<file path="src/rtl/seg7_pkg.sv">
`default_nettype none
// ----------------------------------------------------------------------------
// seg7_pkg
// Shared seven-segment constants: glyph patterns for hex digits 0..F,
// segment bit positions and the blank pattern.
// Revision: 1.0
// ----------------------------------------------------------------------------
package seg7_pkg;

  // Segment bit positions within the 8-bit segment bus
  localparam int SEG_A_BIT  = 0;
  localparam int SEG_B_BIT  = 1;
  localparam int SEG_C_BIT  = 2;
  localparam int SEG_D_BIT  = 3;
  localparam int SEG_E_BIT  = 4;
  localparam int SEG_F_BIT  = 5;
  localparam int SEG_G_BIT  = 6;
  localparam int SEG_DP_BIT = 7;

  // Blank pattern (nothing lit)
  localparam logic [7:0] SEG_BLANK = 8'h00;

  // Glyph patterns, decimal point clear
  localparam logic [7:0] SEG_0 = 8'h3F;
  localparam logic [7:0] SEG_1 = 8'h06;
  localparam logic [7:0] SEG_2 = 8'h5B;
  localparam logic [7:0] SEG_3 = 8'h4F;
  localparam logic [7:0] SEG_4 = 8'h66;
  localparam logic [7:0] SEG_5 = 8'h6D;
  localparam logic [7:0] SEG_6 = 8'h7D;
  localparam logic [7:0] SEG_7 = 8'h07;
  localparam logic [7:0] SEG_8 = 8'h7F;
  localparam logic [7:0] SEG_9 = 8'h6F;
  localparam logic [7:0] SEG_A = 8'h77;
  localparam logic [7:0] SEG_B = 8'h7C;
  localparam logic [7:0] SEG_C = 8'h39;
  localparam logic [7:0] SEG_D = 8'h5E;
  localparam logic [7:0] SEG_E = 8'h79;
  localparam logic [7:0] SEG_F = 8'h71;

endpackage : seg7_pkg
`default_nettype wire

</file>
<file path="src/rtl/seg7_decode.sv">
`default_nettype none
// ----------------------------------------------------------------------------
// seg7_decode
// Combinational seven-segment pattern to hex value decoder. The glyph is
// matched on segments a..g only; the decimal point is passed through.
// Revision: 1.0
// ----------------------------------------------------------------------------
module seg7_decode
  import seg7_pkg::*;
(
  input  logic [7:0] pattern,
  output logic       hit,
  output logic [3:0] value,
  output logic       dp
);

  logic [7:0] glyph;

  assign glyph = {1'b0, pattern[SEG_G_BIT:SEG_A_BIT]};
  assign dp    = pattern[SEG_DP_BIT];

  // Match the glyph against the sixteen hex patterns
  always_comb begin
    hit   = 1'b1;
    value = 4'h0;
    case (glyph)
      SEG_0:   value = 4'h0;
      SEG_1:   value = 4'h1;
      SEG_2:   value = 4'h2;
      SEG_3:   value = 4'h3;
      SEG_4:   value = 4'h4;
      SEG_5:   value = 4'h5;
      SEG_6:   value = 4'h6;
      SEG_7:   value = 4'h7;
      SEG_8:   value = 4'h8;
      SEG_9:   value = 4'h9;
      SEG_A:   value = 4'hA;
      SEG_B:   value = 4'hB;
      SEG_C:   value = 4'hC;
      SEG_D:   value = 4'hD;
      SEG_E:   value = 4'hE;
      SEG_F:   value = 4'hF;
      default: hit   = 1'b0;
    endcase
  end

endmodule : seg7_decode
`default_nettype wire

</file>
<file path="src/rtl/seg_scan_decoder.sv">
`default_nettype none
// ----------------------------------------------------------------------------
// seg_scan_decoder
// Receiver for a scanned seven-segment bus. Waits for each {select, data}
// pair to hold stable, decodes the glyph and keeps per-digit value, dp and
// valid registers, with frame-completion and error pulses.
// Revision: 1.0
// ----------------------------------------------------------------------------
module seg_scan_decoder
  import seg7_pkg::*;
#(
  parameter int                    NUM_DIGITS    = 5,
  parameter int                    STABLE_CYCLES = 4,
  parameter logic [NUM_DIGITS-1:0] DIGIT_MASK    = 5'b11111
) (
  input  logic                      clk,
  input  logic                      rst,
  input  logic                      clear,
  input  logic [NUM_DIGITS-1:0]     seg_sel,
  input  logic [7:0]                seg_data,
  output logic [4*NUM_DIGITS-1:0]   digit_val,
  output logic [NUM_DIGITS-1:0]     digit_dp,
  output logic [NUM_DIGITS-1:0]     digit_valid,
  output logic                      frame_done,
  output logic                      code_err,
  output logic                      sel_err,
  output logic [7:0]                err_count
);

  localparam int                    SAMPLE_W = NUM_DIGITS + 8;
  localparam logic [7:0]            STABLE_N = 8'(STABLE_CYCLES);
  localparam logic [NUM_DIGITS-1:0] SEL_ONE  = NUM_DIGITS'(1);

  logic [SAMPLE_W-1:0]   sample;
  logic [SAMPLE_W-1:0]   s_q;
  logic [7:0]            run_q;
  logic [7:0]            run_next;
  logic                  cap_next;
  logic                  cap_q;

  logic [NUM_DIGITS-1:0] sel_q;
  logic                  sel_zero;
  logic                  sel_multi;
  logic                  dec_hit;
  logic [3:0]            dec_val;
  logic                  dec_dp;

  logic                  do_load;
  logic                  do_code_err;
  logic                  do_sel_err;
  logic [NUM_DIGITS-1:0] seen_q;
  logic [NUM_DIGITS-1:0] seen_upd;
  logic                  frame_hit;

  assign sample = {seg_sel, seg_data};

  // Run-length of identical samples; a capture is armed exactly once, on the
  // sample that brings the run up to STABLE_CYCLES
  always_comb begin
    run_next = run_q;
    if (sample != s_q) begin
      run_next = 8'd1;
    end else if (run_q != STABLE_N) begin
      run_next = run_q + 8'd1;
    end
    cap_next = (run_next == STABLE_N) && ((sample != s_q) || (run_q != STABLE_N));
  end

  // Input sample register, run counter and armed-capture flag
  always_ff @(posedge clk) begin
    if (rst || clear) begin
      s_q   <= '0;
      run_q <= 8'd0;
      cap_q <= 1'b0;
    end else begin
      s_q   <= sample;
      run_q <= run_next;
      cap_q <= cap_next;
    end
  end

  // The armed capture acts on the stable sample held in s_q
  assign sel_q     = s_q[SAMPLE_W-1:8];
  assign sel_zero  = (sel_q == '0);
  assign sel_multi = ((sel_q & (sel_q - SEL_ONE)) != '0);

  seg7_decode u_decode (
    .pattern (s_q[7:0]),
    .hit     (dec_hit),
    .value   (dec_val),
    .dp      (dec_dp)
  );

  // Classify the capture and work out frame completion
  always_comb begin
    do_load     = 1'b0;
    do_code_err = 1'b0;
    do_sel_err  = 1'b0;
    if (cap_q && !sel_zero) begin
      if (sel_multi) begin
        do_sel_err = 1'b1;
      end else if (dec_hit) begin
        do_load = 1'b1;
      end else begin
        do_code_err = 1'b1;
      end
    end
    seen_upd  = seen_q | sel_q;
    frame_hit = ((seen_upd & DIGIT_MASK) == DIGIT_MASK);
  end

  // Per-digit value/dp/valid registers; invalid glyph only drops valid
  always_ff @(posedge clk) begin
    if (rst || clear) begin
      digit_val   <= '0;
      digit_dp    <= '0;
      digit_valid <= '0;
    end else begin
      for (int i = 0; i < NUM_DIGITS; i++) begin
        if (sel_q[i] && do_load) begin
          digit_val[4*i +: 4] <= dec_val;
          digit_dp[i]         <= dec_dp;
          digit_valid[i]      <= 1'b1;
        end else if (sel_q[i] && do_code_err) begin
          digit_valid[i]      <= 1'b0;
        end
      end
    end
  end

  // Seen-set tracking and the frame-complete pulse
  always_ff @(posedge clk) begin
    if (rst || clear) begin
      seen_q     <= '0;
      frame_done <= 1'b0;
    end else begin
      frame_done <= 1'b0;
      if (do_load) begin
        if (frame_hit) begin
          seen_q     <= '0;
          frame_done <= 1'b1;
        end else begin
          seen_q     <= seen_upd;
        end
      end
    end
  end

  // Error pulses and the saturating error counter
  always_ff @(posedge clk) begin
    if (rst || clear) begin
      code_err  <= 1'b0;
      sel_err   <= 1'b0;
      err_count <= 8'd0;
    end else begin
      code_err <= do_code_err;
      sel_err  <= do_sel_err;
      if ((do_code_err || do_sel_err) && (err_count != 8'hFF)) begin
        err_count <= err_count + 8'd1;
      end
    end
  end

endmodule : seg_scan_decoder
`default_nettype wire
</file>
<file path="config.mk">
export PLATFORM = sky130hd
export DESIGN_NAME = seg_scan_decoder
export DESIGN_NICKNAME = d
export VERILOG_FILES = /design/src/rtl/seg7_pkg.sv /design/src/rtl/seg7_decode.sv /design/src/rtl/seg_scan_decoder.sv
export SDC_FILE = /design/constraint.sdc
export NUM_CORES = 1
export LEC_CHECK = 0
export BUFFER_PORTS_ARGS = -buffer_cell sky130_fd_sc_hd__buf_4
export CORE_MARGIN = 10
export CORE_UTILIZATION = 50
export CTS_BUF_LIST = sky130_fd_sc_hd__clkbuf_4 sky130_fd_sc_hd__clkbuf_8
export DETAILED_ROUTE_END_ITERATION = 8
export PLACE_DENSITY_LB_ADDON = 0.2
export REMOVE_ABC_BUFFERS = 1
export SLEW_MARGIN = 20
export SYNTH_ARGS = -nofsm -noshare
export SYNTH_HDL_FRONTEND = slang
export SYNTH_SLANG_ARGS = --single-unit
</file>
<file path="constraint.sdc">
create_clock -name clk -period 2.55 [get_ports clk]
set_input_delay 0.1275 -clock clk [delete_from_list [all_inputs] [get_ports clk]]
set_output_delay 0.1275 -clock clk [all_outputs]
set_load 0.01 [all_outputs]
</file>
Yosys cells after proc, flatten, opt, wreduce, memory -nomap -nowiden
Cells that the tools add are included.
Storage, ports and cells
  register bits after elaboration: 68
  input bits: 16
  output and inout bits: 41
  logic and storage cells: 100
Cells by class
  add/sub/neg operators: 3
  equal/unequal tests: 21
  mux-type cells: 24
  bitwise gates (word level): 3
  reduce and logical (&&, ||, !) cells: 26
Operators by type and width (count)
  $eq 7x7->1 const B: 12
  $pmux 4 s15: 1
  $mux 1: 20
  $add 8x1->8 const B: 2
  $mux 8: 2
  $reduce_or 16->1: 1
  $eq 7x3->1 const B: 2
  $eq 7x6->1 const B: 2
  $logic_and 1x1->1: 13
  $ne 13x13->1: 1
  $reduce_bool 2->1: 5
  $eq 8x3->1 const B: 1
  $ne 8x3->1 const B: 1
  $ne 8x8->1 const B: 1
  $and 5x5->5: 1
  $eq 5x5->1 const B: 1
  $logic_not 5->1: 1
  $mux 5: 1
  $or 5x5->5: 1
  $reduce_bool 5->1: 1
  $sub 5x1->5 const B: 1
  $logic_or 1x1->1: 3
  $reduce_or 2->1: 1
  $logic_not 1->1: 1
  $not 1->1: 1

Logic depth before layout (Yosys ltp)
Gate-level depths: netlist of run 1.
  depth after elaboration: 9
  depth in mapped cells: 8
  mapped depth without buffers: 7

By module
Synthesis of run 1 repeated with hierarchy kept, for this count alone.
Unflattened totals
  cell total of the unflattened synthesis: 376
  area, all modules: 3309.4 um2
By module, submodules not included
  seg_scan_decoder: instances 1, cells an instance 316, area an instance 2914.0 um2, seq. area each 1361.3 um2
  seg7_decode: instances 1, cells an instance 60, area an instance 395.4 um2, seq. area each 0.0 um2

Worst setup path before layout of run 1
No wires, ideal clock.
  path type: reg2reg
  from: reg s_q[10]
  to: reg err_count[2]
  library setup time: 0.135 ns
  arrival time: 2.052 ns
  data required time: 2.415 ns
  slack: 0.363 ns
  stages on the path, launching flop included: 9
  buffers on the path: 2
  clock period less this slack: 2.187 ns
  path through: dfxtp_1 > buf_6 > or3b_4 > a211oi_2 > nor2_1 > o41a_1 > buf_2 > o311ai_0 > o41ai_1
On the way
  longest elaborated chain between the ends: 7
  elaborated cells between the ends (all ways): 12
  classes of those cells: add/sub: 1; mux: 4; bitwise: 1; reduce/logical: 6
RTL lines
  start, declared: RTL line seg_scan_decoder.sv:35  | logic [SAMPLE_W-1:0] s_q;
  start signal, assigned: RTL line seg_scan_decoder.sv:76  | s_q <= sample;
  $sub 5x1->5: RTL line seg_scan_decoder.sv:85  | assign sel_multi = ((sel_q & (sel_q - SEL_ONE)) != '0);
  $and 5x5->5: RTL line seg_scan_decoder.sv:85
  $reduce_bool 5->1: RTL line seg_scan_decoder.sv:85
  $mux 1: RTL line seg_scan_decoder.sv:100  | if (sel_multi) begin
  $mux 1: RTL line seg_scan_decoder.sv:99  | if (cap_q && !sel_zero) begin
  $logic_or 1x1->1 (*): RTL line seg_scan_decoder.sv:158  | if ((do_code_err || do_sel_err) && (err_count != 8'hFF)) begin
  $logic_and 1x1->1 (*): RTL line seg_scan_decoder.sv:158
  end signal, assigned: RTL line seg_scan_decoder.sv:159  | err_count <= err_count + 8'd1;
  end, declared: RTL line seg_scan_decoder.sv:27  | output logic [7:0] err_count
Mark *: on every way between the ends. The rest lies on a longest branch, timed or not.
A chain may end at the register's enable or synchronous reset.

Worst setup path in the final report of run 1
  from: reg s_q[11]
  to: reg err_count[2]
The elaborated chain is that of the path after synthesis.

==> results of run 1 <==
==> final cells by class <==
type                    instances  area, µm²  share of cell area [%]
clock buffers                  12        153                    3.73
multi-input cells             266       1730                    42.1
well taps                      77       96.3                    2.35
inverters                       7       26.3                   0.641
clock inverters                 4       48.8                    1.19
flip-flops and latches         68       1360                    33.3
repair buffers                 88        686                    16.7
==> synth_stat cells, types with 6 or more instances <==
| cell type | n | share of area (%) |
|---|---|---|
| a21oi_1 | 21 | 3.3 |
| and2_1 | 13 | 2.5 |
| buf_2 | 10 | 1.6 |
| clkbuf_1 | 10 | 1.2 |
| dfxtp_1 | 68 | 43 |
| inv_1 | 7 | 0.82 |
| mux2i_1 | 15 | 4.7 |
| nand2_1 | 31 | 3.6 |
| nand3_1 | 23 | 3.6 |
| nor2_1 | 23 | 2.7 |
| nor3_1 | 8 | 1.3 |
| o21ai_0 | 18 | 2.8 |
| o31ai_1 | 6 | 1.4 |
| or3_1 | 7 | 1.4 |
| xnor2_1 | 17 | 4.7 |
| xor2_1 | 8 | 2.2 |
==> how the worst max path moves through the flow <==
stage / startpoint / endpoint / slack (ps) / depth (start not counted)
3_3_place_gp: s_q[2]$_SDFF_PP0_ / err_count[3]$_SDFFE_PP0P_ / 120 / 6
3_5_place_dp: s_q[2]$_SDFF_PP0_ / digit_val[8]$_SDFFE_PP0P_ / 50 / 5
2_1_floorplan: s_q[4]$_SDFF_PP0_ / seen_q[4]$_SDFFE_PP0N_ / 60 / 5
6_report: s_q[11]$_SDFF_PP0_ / err_count[2]$_SDFFE_PP0P_ / 140 / 7
5_1_grt: s_q[5]$_SDFF_PP0_ / err_count[4]$_SDFFE_PP0P_ / 20 / 6
4_1_cts: s_q[2]$_SDFF_PP0_ / digit_val[8]$_SDFFE_PP0P_ / 40 / 5
==> critical path, cell delays in order, from the launching register on <==
cell and delay (ps):
dfxtp_1 370, or4b_1 530, o22ai_1 170, nor2_1 80
o41a_1 490, buf_4 190, o311ai_0 330, o41ai_1 130
==> sequential cells by signal, indices dropped and copies added (netlist names), 5 cells and up <==
signal	flops
digit_valid	5
run_q	8
s_q	13
seen_q	5
digit_val	20
err_count	8
digit_dp	5
==> cell families after synthesis <==
kind of cell	synth area share [%]
and+or+nand+nor	24.1
AOI/OAI and AO/OA	16.4
DFF	42.6
buffers and inverters	3.91
xor gates and xnor gates	6.85
muxes	4.70
adders and majority gates	1.49
==> layer usage <==
metal  global-route usage [%]  vias to the layer above  wire length [µm]
li1                         -                     1455                 -
met1                     20.6                     1346              3670
met2                     25.9                       92              3710
met3                     5.15                       13               572
met4                     5.07                        0               105
met5                        0                        -                 0
==> through the flow <==
| step | util (%) | total power [mW] | setup WS (ps) | area [µm²] |
|---|---|---|---|---|
| floorplan | - | 1.17 | 62.6 | 3100 |
| global placement | 60.8 | 1.23 | 116 | 3820 |
| detailed placement | 60.8 | 1.23 | 45.6 | 3820 |
| CTS | 64.8 | 2.12 | 35.1 | 4070 |
| global route | 65.3 | 2.18 | 15.9 | 4100 |
| finish | 65.3 | 2.11 | 138 | 4100 |
==> what timing repair did <==
action                                 4_1_cts  5_1_grt
hold buffers                                 5        0
resized for setup                            0        2
endpoints found under the hold margin        5        0
buffers inserted                             0        2
setup endpoints to repair                    0        6
==> power breakdown <==
part	leakage [nW]	total, mW	internal [mW]	switching (mW)
combinational	0.914	0.123	0.0622	0.0608
clock	0.107	0.899	0.499	0.400
sequential	0.550	1.09	1.07	0.0154
total	1.57	2.11	1.63	0.476
==> reports/qor.yml, run 1 <==
wire_per_inst_um: 15.4
cts_made_buffers: 9
layout-drive-gt1-share_pct: 25.4
antenna_found_initial: 0
path_clk_slew_ps: 70
grt_overflow_total: 0
grt_max_degree: 24
hold_slack_ps: 2.60
min_period_ps: 2410
die_area_mm2: 0.00999
grt_setup_unrepaired: "false"
critical_path_class: "flop to flop"
timing.fmax_mhz: 415
end_kind: "flop"
synth_area_mm2: 0.00320
min_path_type: "input port to flop"
layout.nets: 459
ios: 57
cts_buffer_depth: 2
ys_async_sr_fraction_pct: 0
avgViaCountPerCell: 5.57
mostFrequentLayoutCell: "buf_4"
ys_warn_count: 0
gp_congestion: 0.866
port_buffers: 56
critical_path.max_fanout: 8
initial_utilization_pct: 50.9
num_antenna_cells: 0
dp_cells: 499
drc_errors: 0
synth_flop_cell: "dfxtp_1"
max-slew-margin-rel_pct: 58.0
avgSynthCellArea_um2: 8.83
r2r-start: "s_q[11]$_SDFF_PP0_"
area_growth_pct: 28.2
synthCells: 362
worstHoldEndpoint: "s_q[11]$_SDFF_PP0_"
final_hold_viol_count: 0
die_y_um: 100
grt_pass1_wl_mm: 13.6
fin_skew_ps: 8.11
drtIter0Drc: 133
dr_total_vias: 2906
synth-seq-area-share_pct: 42.6
insertion_delay_ps: 340
cp.arrival_ps: 2630
fillers: 533
r2r_end: "err_count[2]$_SDFFE_PP0P_"
clockRootBuffer: "clkbuf_8"
ant_nets: 0
maxCapViolCount: 0
final_cell_mix: "82 x buf_4, 67 x dfxtp_1, 31 x nand2_1, 23 x nand3_1, 22 x nor2_1"
reg2reg_slack_ps: 140
std_cell_rows: 29
htree_levels: 3
worstMarginPinSlew_ps: 630
finalMaxSlewViolations: 0
power_density_mw_per_mm2: 514
crit_required_ps: 2760
ff2ff_path_depth: 7
ys_ff_latch: 68
tritoncts: "yes"
place_hpwl_mm: 6.13
cts_num_sinks: 68
stdcell_count: 522
grt_use_total_pct: 16.3
ys_types: 53
firstDrtPassIters: 4
finalSetupViolCount: 0
synth-edff-count: 0
status: "complete, no violations"
vdd_drop_max_mv: 0.321
min_delay_path_depth: 2
timing.final.crit_share_pct: 94.6
core_area_mm2: 0.00628
dieWidth_um: 100
worstHoldStart: "seg_sel[3]"
setup_tns_ps: 0
grt_pass1_vias: 2761
drt_wl_total_mm: 8.05
leakagePower_nw: 1.57
startpoint_type: "flop"
Power figures use the tool's default switching activity.
==> inputs of run 2 (changes only) <==
clock period = 2 ns   (was 2.55 ns; I/O delays follow)
==> reports/qor.yml, run 2 (synthesized netlist as in run 1, its figures left out) <==
crit_required_ps: 2230
worstMarginPinSlew_ps: 669
num_antenna_cells: 0
initial_utilization_pct: 50.9
dieWidth_um: 100
clockRootBuffer: "clkbuf_8"
layout-drive-gt1-share_pct: 40.3
placed_area_mm2: 0.00411
htree_levels: 3
tritoncts: "yes"
finalSetupViolCount: 16
gp_congestion: 0.892
firstDrtPassIters: 5
path_clk_slew_ps: 80
end_kind: "flop"
min_period_ps: 2220
final_hold_viol_count: 0
port_buffers: 56
grt_pass1_vias: 3115
stdcell_count: 571
seqCellArea_mm2: 0.00138
max-slew-margin-rel_pct: 55.0
area_growth_pct: 51.6
die_y_um: 100
largest_register: "digit_val"
std_cell_rows: 29
critical_path.max_fanout: 4
core_area_mm2: 0.00628
dr_total_vias: 3214
violations: "setup timing"
vdd_drop_max_mv: 0.527
insertion_delay_ps: 350
grt_pass1_wl_mm: 14.6
leakagePower_nw: 1.87
finalInstanceArea_mm2: 0.00485
critical_path_class: "flop to flop"
cts_num_sinks: 68
drc_errors: 0
grt_max_degree: 40
startpoint_type: "flop"
largest_reg_flops: 20
avgViaCountPerCell: 5.63
multi_input_area_mm2: 0.00198
die_area_mm2: 0.00999
dp_cells: 538
wire_per_inst_um: 16.7
antenna_found_initial: 0
timing.final.crit_share_pct: 111
cts_buffer_depth: 2
min_path_type: "input port to flop"
ios: 57
cts_made_buffers: 9
reg_top3: "digit_val (20), s_q (13)"
maxCapViolCount: 0
setup_tns_ps: -1410
final_util_pct: 77.2
place_ws_ps: -258
fin_ws_ps: -223
fillers: 438
ant_nets: 0
drtIter0Drc: 145
finalMaxSlewViolations: 0
power_density_mw_per_mm2: 631
timing.fmax_mhz: 450
place_hpwl_mm: 6.44
status: "finished, violations left"
grt_overflow_total: 0
grt_use_total_pct: 17.7
grt_setup_unrepaired: "true"
fin_skew_ps: 12.9
layout.nets: 508
drt_wl_total_mm: 9.52
hold_slack_ps: 183
total_power_mw: 3.06
final_cell_mix: "112 x buf_4, 57 x dfxtp_1, 29 x nand2_1, 21 x nor2_1, 18 x a21oi_1"
mostFrequentLayoutCell: "buf_4"
cp.arrival_ps: 2460
run 2: cell types whose count changed in the layout (fill, tap and decap cells not counted), sizes merged:
cell	before	now
buf	83	124
bufinv	1	3
clkbuf	12	11
clkinv	3	0
clkinvlp	0	1
dlygate4sd3	5	13
inv	7	8
run 2: cell type report:
type	count	share of cell area, %
Tap cell	77	1.99
Sequential cell	68	28.5
Inverter	7	0.542
Multi-Input combinational cell	266	40.8
Timing Repair Buffer	137	22.9
Clock inverter	5	2.19
Clock buffer	11	3.12
run 2: worst paths after layout:
check                                  from                        end  slack [ps]  cells past startpoint
setup / recovery         s_q[11]$_SDFF_PP0_  err_count[3]$_SDFFE_PP0P_        -220                      7
hold / removal                          rst           cap_q$_SDFF_PP0_         180                      4
setup reg to reg         s_q[11]$_SDFF_PP0_  err_count[3]$_SDFFE_PP0P_        -220                      7
hold reg to reg   digit_val[8]$_SDFFE_PP0P_  digit_val[8]$_SDFFE_PP0P_         460                      2
run 2: per-layer routing:
metal | global-route usage [%] | part of all wire [%] | wire length, µm
met1 | 20.7 | 43 | 4060
met2 | 30.0 | 51 | 4830
met3 | 4.74 | 4.9 | 470
met4 | 7.28 | 1.7 | 159
met5 | 0 | 0 | 0
run 2: what timing repair did:
action,CTS,global route
resized for setup,16,69
gates cloned,0,2
hold buffers,13,0
pin swaps,1,26
setup endpoints to repair,47,49
buffers inserted,0,2
hold endpoints to repair,13,0
run 2: critical path, stage by stage (launching register included):
cell     delay [ps]
dfxtp_2         340
or4b_4          550
o22ai_4         130
nor2_2           60
o41a_1          440
buf_2           180
o31ai_1         300
a21oi_1         110
run 2: report_power, final:
part	internal, mW	leakage, nW	total (mW)	switching [mW]
registers	1.36	0.555	1.38	0.0163
clock network	0.901	0.126	1.45	0.554
logic	0.118	1.19	0.222	0.104
